$ cat config.mk
export PLATFORM = sky130hd
export DESIGN_NAME = kpg_adder_pipe
export DESIGN_NICKNAME = d
export VERILOG_FILES = /design/src/rtl/kpg_adder_pipe.sv
export SDC_FILE = /design/constraint.sdc
export NUM_CORES = 1
export LEC_CHECK = 0
export ABC_CLOCK_PERIOD_IN_PS = 20900
export BUFFER_PORTS_ARGS = -buffer_cell sky130_fd_sc_hd__buf_2
export CAP_MARGIN = 20
export CORE_MARGIN = 1
export CORE_UTILIZATION = 45
export DETAILED_ROUTE_END_ITERATION = 10
export PLACE_DENSITY = 0.73
export SYNTH_ARGS = -nofsm -noshare
export SYNTH_HDL_FRONTEND = slang
export SYNTH_SLANG_ARGS = --single-unit
$ cat constraint.sdc
create_clock -name clk -period 20.9 [get_ports clk]
set_input_delay 2.09 -clock clk [delete_from_list [all_inputs] [get_ports clk]]
set_output_delay 2.09 -clock clk [all_outputs]
set_load 0.02 [all_outputs]
$ cat src/rtl/kpg_adder_pipe.sv
// rtl/kpg_adder_pipe.sv - pipelined Kogge-Stone KPG prefix adder/subtractor with valid/ready and tag
module kpg_adder_pipe #(
    parameter int WIDTH     = 32,
    parameter int REG_EVERY = 2,
    parameter int TAG_W     = 4
) (
    input  logic             clk,
    input  logic             rst,
    input  logic             in_valid,
    output logic             in_ready,
    input  logic [WIDTH-1:0] in_a,
    input  logic [WIDTH-1:0] in_b,
    input  logic             in_cin,
    input  logic             in_sub,
    input  logic [TAG_W-1:0] in_tag,
    output logic             out_valid,
    input  logic             out_ready,
    output logic [WIDTH-1:0] out_sum,
    output logic             out_cout,
    output logic             out_ovf,
    output logic             out_zero,
    output logic [TAG_W-1:0] out_tag
);

    localparam int L  = $clog2(WIDTH);
    localparam int NG = (L + REG_EVERY - 1) / REG_EVERY;

    // KPG held as (g,p): kill=00, propagate=01, generate=10; index 0 is the carry-in seed
    logic [NG:0]        v_q, v_d, load;
    logic [WIDTH:0]     g_q [NG];
    logic [WIDTH:0]     g_d [NG];
    logic [WIDTH:0]     p_q [NG];
    logic [WIDTH:0]     p_d [NG];
    logic [WIDTH-1:0]   x_q [NG];
    logic [WIDTH-1:0]   x_d [NG];
    logic [TAG_W-1:0]   t_q [NG];
    logic [TAG_W-1:0]   t_d [NG];
    logic [WIDTH-1:0]   sum_q, sum_d;
    logic               cout_q, cout_d, ovf_q, ovf_d, zero_q, zero_d;
    logic [TAG_W-1:0]   tag_q, tag_d;

    // Upper operand wins unless it propagates; descending j reads not-yet-updated lower entries
    function automatic logic [2*WIDTH+1:0] prefix_levels(input logic [WIDTH:0] g_in,
                                                         input logic [WIDTH:0] p_in,
                                                         input int klo, input int khi);
        logic [WIDTH:0] g;
        logic [WIDTH:0] p;
        g = g_in;
        p = p_in;
        for (int k = klo; k < khi; k++) begin
            for (int j = WIDTH; j >= (1 << k); j--) begin
                g[j] = g[j] | (p[j] & g[j - (1 << k)]);
                p[j] = p[j] & p[j - (1 << k)];
            end
        end
        return {g, p};
    endfunction

    always_comb begin
        logic ld;
        load = '0;
        ld = ~v_q[NG] | out_ready;
        load[NG] = ld;
        for (int s = NG - 1; s >= 0; s--) begin
            ld = ~v_q[s] | ld;
            load[s] = ld;
        end
    end

    assign in_ready = load[0];

    always_comb begin
        logic [WIDTH-1:0]   bp;
        logic [2*WIDTH+1:0] gp;
        logic [WIDTH:0]     gf;
        logic [WIDTH:0]     pf;
        logic [WIDTH-1:0]   carry;
        logic [WIDTH-1:0]   sm;
        v_d    = v_q;
        g_d    = g_q;
        p_d    = p_q;
        x_d    = x_q;
        t_d    = t_q;
        sum_d  = sum_q;
        cout_d = cout_q;
        ovf_d  = ovf_q;
        zero_d = zero_q;
        tag_d  = tag_q;
        bp     = '0;
        gp     = '0;
        gf     = '0;
        pf     = '0;
        carry  = '0;
        sm     = '0;

        if (load[0]) begin
            v_d[0] = in_valid;
            if (in_valid) begin
                bp     = in_sub ? ~in_b : in_b;
                g_d[0] = {in_a & bp, in_sub | in_cin};
                p_d[0] = {in_a ^ bp, 1'b0};
                x_d[0] = in_a ^ bp;
                t_d[0] = in_tag;
            end
        end

        for (int s = 1; s < NG; s++) begin
            if (load[s]) begin
                v_d[s] = v_q[s-1];
                if (v_q[s-1]) begin
                    gp = prefix_levels(g_q[s-1], p_q[s-1], (s - 1) * REG_EVERY, s * REG_EVERY);
                    g_d[s] = gp[2*WIDTH+1:WIDTH+1];
                    p_d[s] = gp[WIDTH:0];
                    x_d[s] = x_q[s-1];
                    t_d[s] = t_q[s-1];
                end
            end
        end

        // Last group plus result formation; the seed fold covers a prefix that still propagates
        if (load[NG]) begin
            v_d[NG] = v_q[NG-1];
            if (v_q[NG-1]) begin
                gp     = prefix_levels(g_q[NG-1], p_q[NG-1], (NG - 1) * REG_EVERY, L);
                gf     = gp[2*WIDTH+1:WIDTH+1];
                pf     = gp[WIDTH:0];
                carry  = gf[WIDTH:1] | (pf[WIDTH:1] & {WIDTH{gf[0]}});
                sm     = x_q[NG-1] ^ {carry[WIDTH-2:0], gf[0]};
                sum_d  = sm;
                cout_d = carry[WIDTH-1];
                ovf_d  = carry[WIDTH-1] ^ carry[WIDTH-2];
                zero_d = ~|sm;
                tag_d  = t_q[NG-1];
            end
        end
    end

    always_ff @(posedge clk or posedge rst) begin
        if (rst) begin
            v_q <= '0;
            for (int s = 0; s < NG; s++) begin
                g_q[s] <= '0;
                p_q[s] <= '0;
                x_q[s] <= '0;
                t_q[s] <= '0;
            end
            sum_q  <= '0;
            cout_q <= 1'b0;
            ovf_q  <= 1'b0;
            zero_q <= 1'b0;
            tag_q  <= '0;
        end else begin
            v_q    <= v_d;
            g_q    <= g_d;
            p_q    <= p_d;
            x_q    <= x_d;
            t_q    <= t_d;
            sum_q  <= sum_d;
            cout_q <= cout_d;
            ovf_q  <= ovf_d;
            zero_q <= zero_d;
            tag_q  <= tag_d;
        end
    end

    assign out_valid = v_q[NG];
    assign out_sum   = sum_q;
    assign out_cout  = cout_q;
    assign out_ovf   = ovf_q;
    assign out_zero  = zero_q;
    assign out_tag   = tag_q;

endmodule

# Yosys cells after proc, flatten, opt, wreduce, memory -nomap -nowiden
# Cells that the tools add are included.
# Widths: inputs -> output; s select.
# classes
bitwise	387
n_mux	1
n_reduce_logical	6
# ops
op	count
$and 1x1->1	237
$or 1x1->1	139
$and 32x32->32	2
$xor 32x32->32	2
$mux 32	1
$not 32->32	1
$or 32x32->32	1
$reduce_or 32->1	1
$reduce_and 2->1	4
$not 1->1	4
$logic_not 1->1	1
$xor 1x1->1	1
# word_totals
reg_bits	296
inputBits	74

# Longest topological paths before layout
# Gate-level depths: netlist (run 1).
# depth
depth_word	6
depth_mapped	7

# Worst setup path before layout (run 1)
# OpenSTA, ideal clock, no wires.
# synth_timing
path_kind	input-to-output
start	in out_ready
end	out in_ready
path_buffers	0
t_arrival_ps	2595
path_slack_ps	16215
stages	2
cell_sequence	nand4b_1 or2_1
# synth_via
elab_chain_cells	4
# synth_lines
element	line	source
start: declaration	17	input logic out_ready,
$or 1x1->1	62	ld = ~v_q[NG] | out_ready;
$or 1x1->1 (3 in a row)	65	ld = ~v_q[s] | ld;
end: declaration	10	output logic in_ready,
# No other way between the ends.

# Worst setup path after layout (run 1)
# Ends and elaborated chain as after synthesis.

==> results.sh, run 1 <==
export IMPL_initial_core_util_pct=46.3
export IMPL_cp_start_kind="input port"
export IMPL_vdd_ir_drop_max_mv=0.0699
export IMPL_first_global_vias=8373
export IMPL_holdPathStages=2
export IMPL_crit_path_top_delay_cell="or2_1"
export IMPL_routed_wl_um=27400
export IMPL_hold_violations=0
export IMPL_worst_pin_slew_ps=966
export IMPL_finalSetupTns_ps=0
export IMPL_crit_top_cell="buf_2"
export IMPL_drt_pass1_iterations=4
export IMPL_grt_pass1_wl_um=44900
export IMPL_dp_cells=1534
export IMPL_h_tree_depth=1
export IMPL_busiest_layer="met2"
export IMPL_synth_area_leader_cell="dfrtp_1"
export IMPL_grtUsageMet1_pct=29.1
export IMPL_hold_class="reg2reg"
export IMPL_worst_path_max_fanout=3
export IMPL_synth_seq_cells=296
export IMPL_finalMaxSlewViolations=0
export IMPL_die_y_um=172
export IMPL_min_period_ps=5030
export IMPL_power_density_mw_per_mm2=131
export IMPL_ys_types=30
export IMPL_antenna_cells=0
export IMPL_syn_nets=1203
export IMPL_io_pins=115
export IMPL_finalSetupViolCount=0
export IMPL_seq_area_frac_synth_pct=56.9
export IMPL_slew_headroom_pct=35.6
export IMPL_worstSetupPathType="in2out"
export IMPL_reg2regPathDepth=4
export IMPL_vias=8364
export IMPL_status="finished clean"
export IMPL_finalNonFillerCells=1585
export IMPL_via_per_inst=5.28
export IMPL_grt_use_met3_pct=2.47
export IMPL_place_congestion=0.824
export IMPL_grt_max_degree=146
export IMPL_synthDominantCellAreaShare_pct=56.9
export IMPL_cts_setup_buffers=0
export IMPL_cts_resized=0
export IMPL_max_freq_mhz=199
export IMPL_synthesis_area_mm2=0.0130
export IMPL_met2_usage_pct=29.9
export IMPL_clkSinkCount=296
export IMPL_cts_tree="built"
export IMPL_synthTopCellsByArea="dfrtp_1 57%, mux2_1 15%, nand2_1 4.1%"
export IMPL_die_w_um=172
export IMPL_slowest_delay_ps=310
export IMPL_maxCapViolCount=0
export IMPL_drt_iter0_drc=586
export IMPL_cp_cell_sequence="buf_2, nand4b_1, or2_1, buf_2"
export IMPL_ant_nets=0
export IMPL_worst_skew_pair_late_latency_ps=550
export IMPL_areaGrowthSynthToFinish_pct=14.1
export IMPL_core_area_mm2=0.0281
export IMPL_clockBufferDepth=3
export IMPL_cp_end_kind="output pin"
export IMPL_route_detailed_drc=0
export IMPL_arrival_ps=2940
export IMPL_synth_cells=1097
export IMPL_finalClockSkew_ps=15.3
export IMPL_hold_buffers=0
export IMPL_clockRootBuffer="clkbuf_16"
export IMPL_period_share_pct=24.1
export IMPL_numCtsBuffers=29
export IMPL_antenna_found_initial=1
export IMPL_die_area_mm2=0.0296
export IMPL_avgSynthCellArea_um2=11.9
export IMPL_rsz0062_at_grt="false"
export IMPL_cts_clk_slew_worst_paths_ps=60
export IMPL_rows=61
export IMPL_nNetsFinal=1294
export IMPL_grt_overflow_total=0
export IMPL_required_ps=18810
export IMPL_drive_above_1_share_pct=14.3
export IMPL_dpl_hpwl_um=19800
export IMPL_wl_per_cell_um=17.3
export IMPL_p_leak_nw=6.94
export IMPL_ys_warn_count=0
export IMPL_grt_usage_pct=19.5
export IMPL_io_buffers=114
-- state kept, by name, indices dropped and copies added (netlist names), 4 cells and up --
signal   flops
x_q         96
g_q         99
t_q         12
v_q          4
out_sum     32
out_tag      4
p_q         46
-- per-stage QoR --
stage | power [mW] | hold WS [ps] | cell area (um2) | worst slack, ps | utilization [%]
finish | 1.95 | 476 | 14800 | 15870 | 52.9
CTS | 1.97 | 484 | 14800 | 15860 | 52.8
global placement | 1.42 | 465 | 13900 | 15890 | 49.4
floorplan | 1.25 | 435 | 13000 | 10630 | -
detailed placement | 1.45 | 470 | 13900 | 15870 | 49.4
global route | 2.07 | 487 | 14800 | 15800 | 52.9
-- report_power, final --
part | switching (mW) | internal [mW] | total [mW]
logic | 0.280 | 0.213 | 0.493
clock network | 0.211 | 0.306 | 0.517
registers | 0.181 | 0.760 | 0.942
total | 0.672 | 1.28 | 1.95
-- layer usage --
metal | part of all wire, % | routed length (um) | vias up
li1 | - | - | 4062
met1 | 49 | 13400 | 4084
met2 | 44 | 12200 | 180
met3 | 4.9 | 1340 | 38
met4 | 1.8 | 495 | 0
met5 | 0 | 0 | -
-- cells in the final DEF, fill, tap and decap left out, types with 2 or more instances in the layout --
cell,instances
inv_1,2
clkbuf_8,8
nand3_1,3
nor2_1,9
clkbuf_16,29
nand2_1,138
xnor2_1,17
ha_1,32
xor2_1,48
nor2b_1,4
clkbuf_1,6
buf_4,6
bufinv_16,2
dfrtp_1,296
nand2_2,2
o31ai_1,17
clkinv_2,4
mux2_1,172
a21oi_1,67
a21o_1,60
buf_2,114
o21ai_0,17
o21ai_1,101
nand2_4,2
nand4_1,35
nand2b_1,4
-- logic make-up (layout without fill, tap and decap cells) --
group,Yosys count,in the layout,share of synthesized area (%)
buffers and inverters,64,174,2.07
xor gates and xnor gates,65,65,4.37
and+or+nand+nor,203,203,6.96
AOI/OAI and AO/OA,265,265,11.7
muxes,172,172,14.9
DFF,296,296,56.9
adders and majority gates,32,32,3.08
-- final timing paths --
check,from,to,slack (ps)
max,out_ready,in_ready,15870
min in group asynchronous,rst,t_q[2]$_DFFE_PP0P_,1760
min,out_ovf$_DFFE_PP0P_,out_ovf$_DFFE_PP0P_,480
min reg2reg,out_ovf$_DFFE_PP0P_,out_ovf$_DFFE_PP0P_,480
max in group asynchronous,rst,v_q[2]$_DFFE_PP0P_,17090
max reg2reg,v_q[1]$_DFFE_PP0P_,g_q[51]$_DFFE_PP0P_,18280
-- layout make-up --
cell class | instances | area, um2
timing repair buffer | 121 | 643
clock inverter | 7 | 88.8
fill | 2494 | 13200
tap | 378 | 473
clock buffer | 43 | 858
multi-input combinational | 737 | 5360
inverter | 3 | 18.8
sequential | 296 | 7410
-- critical path: cells and delay by family --
family	cells	cell delay [ps]
AND/OR/NAND/NOR	2	580
buffers and inverters	2	270
-- Yosys cell counts (all sizes together) --
cell / n
or2: 1
xnor2: 17
dfrtp: 296
nand4: 35
a21oi: 68
buf: 36
or4: 1
o31ai: 17
nand3b: 1
mux2: 172
nor2b: 4
o21ai: 118
nor4: 2
clkbuf: 25
nand3: 3
inv: 3
ha: 32
xor2: 48
a31oi: 1
a22o: 1
nand4b: 1
nor2: 9
nand2b: 4
a21o: 60
nand2: 142
Power figures use the tool's default switching activity.
==> inputs of run 2 (changes only) <==
Settings changed: ABC_AREA from default to 1, ABC_CLOCK_PERIOD_IN_PS 20900 to 4300, PLACE_DENSITY 0.73 to 0.75.
Clock period 20.9 ns to 4.3 ns, I/O delays scaled along.
==> run 2 against run 1 <==
Net effect: utilization is 1.4 points lower; die area increased by 4.4%; worst hold slack lost 380 ps; sequential share of layout area fell by 1.5 points; via count increased by 25%; setup slack got worse by 14000 ps; clock-buffer cell count grew 1; power rose to 4.6 times the previous value; critical endpoint is now x_q[91]$_DFFE_PP0P_; largest power group unchanged.
==> results.sh, run 2 <==
export IMPL_status="finished clean"
export IMPL_seqCellArea_mm2=0.00741
export IMPL_setup_slack_ps=2100
export IMPL_dpl_hpwl_um=22700
export IMPL_antenna_cells=0
export IMPL_vdd_ir_drop_max_mv=0.271
export IMPL_via_per_inst=5.12
export IMPL_synth_simple_area_share_pct=16.7
export IMPL_synth_seq_cells=296
export IMPL_place_congestion=0.862
export IMPL_cp_end_kind="register"
export IMPL_grt_max_degree=178
export IMPL_rows=63
export IMPL_synthesis_area_mm2=0.0136
export IMPL_die_y_um=176
export IMPL_finalClockSkew_ps=9.68
export IMPL_core_area_mm2=0.0297
export IMPL_io_buffers=114
export IMPL_period_share_pct=51.1
export IMPL_cp_start_kind="register"
export IMPL_async_flop_share_pct=100
export IMPL_worst_skew_pair_late_latency_ps=540
export IMPL_min_period_ps=2200
export IMPL_biggestRegsByFlops="g_q (99), x_q (96), p_q (46)"
export IMPL_hold_violations=0
export IMPL_layout_common_cells="447 x nand2_1, 296 x dfrtp_1, 188 x inv_1, 177 x o21ai_0, 114 x buf_2"
export IMPL_holdPathStages=3
export IMPL_synthTopCellsByArea="dfrtp_1 54%, nand2_1 12%, o21ai_0 6.5%"
export IMPL_nNetsFinal=1742
export IMPL_route_detailed_drc=0
export IMPL_muxShareOfSynthArea_pct=0
export IMPL_synth_cells=1545
export IMPL_clockRootBuffer="clkbuf_16"
export IMPL_synth_xor_area_share_pct=2.77
export IMPL_routed_wl_um=31400
export IMPL_numCtsBuffers=28
export IMPL_initial_core_util_pct=45.8
export IMPL_cts_clk_slew_worst_paths_ps=60
export IMPL_io_pins=115
export IMPL_synth_ff_type="dfrtp_1"
export IMPL_h_tree_depth=1
export IMPL_final_common_cell="nand2_1"
export IMPL_avgSynthCellArea_um2=8.80
export IMPL_multi_input_area_mm2=0.00504
export IMPL_synth_edf_count=0
export IMPL_drt_iter0_drc=1093
export IMPL_critical_path_endpoint="x_q[91]$_DFFE_PP0P_"
export IMPL_p_leak_nw=7.60
export IMPL_arrival_ps=2660
export IMPL_synthDominantCellAreaShare_pct=54.5
export IMPL_worstSetupPathType="reg2reg"
export IMPL_r2r_setup_slack_ps=2100
export IMPL_wl_per_cell_um=15.4
export IMPL_grt_pass1_wl_um=51800
export IMPL_finalPower_mw=8.97
export IMPL_grt_usage_pct=20.7
export IMPL_slew_headroom_pct=28.6
export IMPL_max_freq_mhz=455
export IMPL_finalMaxSlewViolations=0
export IMPL_finalSetupTns_ps=0
export IMPL_drt_pass1_iterations=5
export IMPL_antenna_found_initial=0
export IMPL_ys_types=28
export IMPL_timing_rr_end="x_q[91]$_DFFE_PP0P_"
export IMPL_cts_resized=0
export IMPL_place_ws_ps=2040
export IMPL_stdcell_area_mm2=0.0153
export IMPL_largest_reg_flops=99
export IMPL_die_area_mm2=0.0309
export IMPL_regMostFlops="g_q"
export IMPL_reg2regPathDepth=8
export IMPL_grt_overflow_total=0
export IMPL_cts_tree="built"
export IMPL_hold_buffers=1
export IMPL_required_ps=4760
export IMPL_rsz0062_at_grt="false"
export IMPL_first_global_vias=10200
export IMPL_die_w_um=176
export IMPL_worst_pin_slew_ps=1070
export IMPL_cts_setup_buffers=0
export IMPL_timing_rr_start="v_q[3]$_DFFE_PP0P_"
export IMPL_synthAdderAreaFrac_pct=2.94
export IMPL_areaGrowthSynthToFinish_pct=12.4
export IMPL_placed_area_mm2=0.0143
export IMPL_maxCapViolCount=0
export IMPL_startpoint="v_q[3]$_DFFE_PP0P_"
export IMPL_drive_above_1_share_pct=13.2
export IMPL_clockBufferDepth=3
export IMPL_ant_nets=0
export IMPL_vias=10500
export IMPL_syn_nets=1651
export IMPL_fillers=2695
export IMPL_yosys_top_cells_count="447 x nand2_1, 296 x dfrtp_1, 189 x inv_1, 177 x o21ai_0, 68 x o21ai_1"
export IMPL_synth_top_family_by_area="simple AND/OR/NAND/NOR gates"
export IMPL_ys_warn_count=0
export IMPL_power_density_mw_per_mm2=586
export IMPL_synth_most_common_cell="nand2_1"
export IMPL_clkSinkCount=296
export IMPL_synth_compound_area_share_pct=14.7
export IMPL_worst_path_max_fanout=80
export IMPL_finalSetupViolCount=0
export IMPL_holdWs_ps=96.8
export IMPL_hold_class="in2reg"
export IMPL_seq_area_frac_synth_pct=54.5
export IMPL_synth_area_leader_cell="dfrtp_1"
[run 2: cells by family after synthesis]
group                      count (synthesis)
and+or+nand+nor                          558
AOI/OAI and AO/OA                        360
DFF                                      296
buffers and inverters                    256
xor gates and xnor gates                  43
adders and majority gates                 32
[run 2: report_power, final]
part / total, mW / switching [mW] / internal, mW
registers: 4.03 / 0.518 / 3.51
clock network: 2.52 / 1.02 / 1.50
logic: 2.42 / 1.63 / 0.792
total: 8.97 / 3.16 / 5.80
[run 2: worst min-delay path by stage]
stage | startpoint | to | slack, ps
3_3_place_gp | rst | out_tag[0]$_DFFE_PP0P_ | 440
6_report | in_tag[0] | t_q[8]$_DFFE_PP0P_ | 100
4_1_cts | in_tag[3] | t_q[11]$_DFFE_PP0P_ | 90
3_5_place_dp | rst | out_tag[0]$_DFFE_PP0P_ | 460
5_1_grt | in_tag[2] | t_q[10]$_DFFE_PP0P_ | 120
2_1_floorplan | t_q[0]$_DFFE_PP0P_ | out_tag[0]$_DFFE_PP0P_ | 440
[run 2: worst max-delay path, cell delays in order (launching register included)]
cell and delay, ps:
dfrtp_1 370, inv_1 90, nor2_4 50, nand3_4 80, nor2_4 50, nor2_4 800, buf_12 380, nand2_1 110
o21ai_1 90
[run 2: final cells by class]
cell class              count  share of cell area, %
clock buffers              44                   5.44
clock inverters             6                  0.687
inverters                 192                   4.74
multi-input cells         993                   33.0
flip-flops and latches    296                   48.4
well taps                 390                   3.19
repair buffers            125                   4.53
[run 2: layer usage]
metal / part of all wire, % / vias to the layer above / global-route usage (%)
li1: - / 5151 / -
met1: 46 / 4918 / 30.7
met2: 45 / 342 / 31.9
met3: 6.6 / 56 / 2.68
met4: 2.3 / 0 / 5.87
met5: 0 / - / 0
[run 2: through the flow]
stage / utilization (%) / instances
3_3_place_gp: 48.3 / 1995
2_1_floorplan: - / 1545
3_5_place_dp: 48.3 / 1995
5_1_grt: 51.5 / 2046
4_1_cts: 51.5 / 2046
6_report: 51.5 / 2046
==> inputs of run 3 (changes only) <==
Settings changed: ABC_CLOCK_PERIOD_IN_PS 4300 to 1800.
Clock period 4.3 ns to 1.8 ns, I/O delays scaled along.
==> run 3 against run 2 <==
Net effect: register-to-register slack got worse by 1800 ps; final area rose by 4.1%; sequential power rose by 140%; clock power rose by 130%; global-route usage rose by 1.3 points; combinational power rose by 150%; non-clock buffer count rose by 58; critical path depth fell by 2; clock-buffer cell count did not move; clock skew rose by 6.3 ps; setup slack got worse by 2000 ps; utilization rose by 2.1 points; critical endpoint is now in_ready; largest power group unchanged; highest routed layer unchanged.
==> results.sh, run 3 (synthesized netlist as in run 2, its figures left out) <==
export IMPL_status="finished clean"
export IMPL_grt_pass1_wl_um=54400
export IMPL_pwr_share_comb_pct=28.2
export IMPL_holdWs_ps=66.1
export IMPL_clkPwrFrac_pct=26.8
export IMPL_drt_iter0_drc=902
export IMPL_switchingPower_mw=7.71
export IMPL_cp_end_kind="output pin"
export IMPL_antenna_found_initial=1
export IMPL_cellInternalPower_mw=13.8
export IMPL_die_area_mm2=0.0309
export IMPL_hold_class="in2reg"
export IMPL_min_period_ps=1690
export IMPL_vdd_ir_drop_max_mv=0.802
export IMPL_layout_common_cells="447 x nand2_1, 296 x dfrtp_1, 188 x inv_1, 177 x o21ai_0, 114 x buf_2"
export IMPL_wl_per_cell_um=15.8
export IMPL_utilization_pct=53.6
export IMPL_clkSinkCount=296
export IMPL_worstSetupPathType="reg2out"
export IMPL_dpl_hpwl_um=24200
export IMPL_finalNonFillerCells=2101
export IMPL_period_share_pct=93.8
export IMPL_max_freq_mhz=592
export IMPL_numCtsBuffers=29
export IMPL_worst_skew_pair_late_latency_ps=550
export IMPL_cts_resized=0
export IMPL_hold_buffers=40
export IMPL_grt_max_degree=96
export IMPL_vias=10700
export IMPL_finalClockSkew_ps=16.0
export IMPL_arrival_ps=1510
export IMPL_cts_tree="built"
export IMPL_power_density_mw_per_mm2=1350
export IMPL_worst_pin_slew_ps=498
export IMPL_via_per_inst=5.09
export IMPL_route_detailed_drc=0
export IMPL_io_buffers=114
export IMPL_grt_overflow_total=0
export IMPL_p_leak_nw=7.89
export IMPL_hold_violations=0
export IMPL_die_w_um=176
export IMPL_rows=63
export IMPL_cp_start_kind="register"
export IMPL_initial_core_util_pct=45.8
export IMPL_clockRootBuffer="clkbuf_16"
export IMPL_place_congestion=0.888
export IMPL_die_y_um=176
export IMPL_grt_usage_pct=22.1
export IMPL_power_frac_seq_pct=45.0
export IMPL_areaGrowthSynthToFinish_pct=17.0
export IMPL_swShare_pct=35.9
export IMPL_cts_clk_slew_worst_paths_ps=60
export IMPL_cts_setup_buffers=0
export IMPL_finalMaxSlewViolations=0
export IMPL_maxCapViolCount=0
export IMPL_antenna_cells=0
export IMPL_nNetsFinal=1801
export IMPL_rsz0062_at_grt="false"
export IMPL_first_global_vias=10500
export IMPL_drive_above_1_share_pct=14.0
export IMPL_largest_reg_flops=99
export IMPL_regMostFlops="g_q"
export IMPL_core_area_mm2=0.0297
export IMPL_routed_wl_um=33300
export IMPL_biggestRegsByFlops="g_q (99), x_q (96), p_q (46)"
export IMPL_h_tree_depth=1
export IMPL_ant_nets=0
export IMPL_finalPower_mw=21.5
export IMPL_io_pins=115
export IMPL_clockBufferDepth=3
export IMPL_drt_pass1_iterations=5
export IMPL_finalSetupViolCount=0
export IMPL_slew_headroom_pct=66.4
export IMPL_dp_cells=2014
export IMPL_worst_path_max_fanout=3
export IMPL_required_ps=1620
export IMPL_final_common_cell="nand2_1"
[run 3: power by group through the flow]
stage / registers (mW) / logic [mW] / clock network (mW)
after floorplan: 9.84 / 3.79 / 0
after global placement: 9.70 / 5.84 / 0
after detailed placement: 9.75 / 5.95 / 0
after CTS: 9.65 / 6.07 / 5.83
after global routing: 9.85 / 6.87 / 6.05
final: 9.67 / 6.04 / 5.76
[run 3: final cells by class]
| class | instances | area (um2) |
|---|---|---|
| sequential | 296 | 7410 |
| clock buffer | 44 | 872 |
| inverter | 192 | 724 |
| multi-input combinational | 993 | 5040 |
| tap | 390 | 488 |
| timing repair buffer | 183 | 1360 |
| fill | 2676 | 13800 |
| clock inverter | 3 | 18.8 |
[run 3: metal layers]
| layer | GRT usage, % | routed length (um) |
|---|---|---|
| met5 | 0 | 0 |
| met4 | 5.83 | 633 |
| met3 | 3.44 | 2140 |
| met2 | 35.2 | 15200 |
| met1 | 31.4 | 15300 |
[run 3: critical path, stage by stage, from the launching register on]
cell,delay (ps)
dfrtp_1,330
inv_1,60
nor2_4,120
nand3_4,110
nor2_4,130
inv_1,60
buf_2,150
[run 3: per-stage QoR]
stage	setup TNS (ps)	instance area [um2]	setup slack (ps)
2_1_floorplan	-684090	13600	-2310
3_3_place_gp	0	14600	286
3_5_place_dp	0	14600	270
4_1_cts	0	15900	85.2
5_1_grt	0	15900	18.3
6_report	0	15900	111
[run 3: final timing paths]
path,startpoint,depth (start not counted),to,slack (ps)
hold / removal,in_b[16],5,g_q[83]$_DFFE_PP0P_,70
min in group asynchronous,rst,3,x_q[11]$_DFFE_PP0P_,200
setup reg to reg,x_q[10]$_DFFE_PP0P_,7,out_zero$_DFFE_PP0P_,280
hold reg to reg,x_q[33]$_DFFE_PP0P_,2,x_q[1]$_DFFE_PP0P_,470
max in group asynchronous,rst,4,g_q[2]$_DFFE_PP0P_,810
setup / recovery,v_q[3]$_DFFE_PP0P_,6,in_ready,110
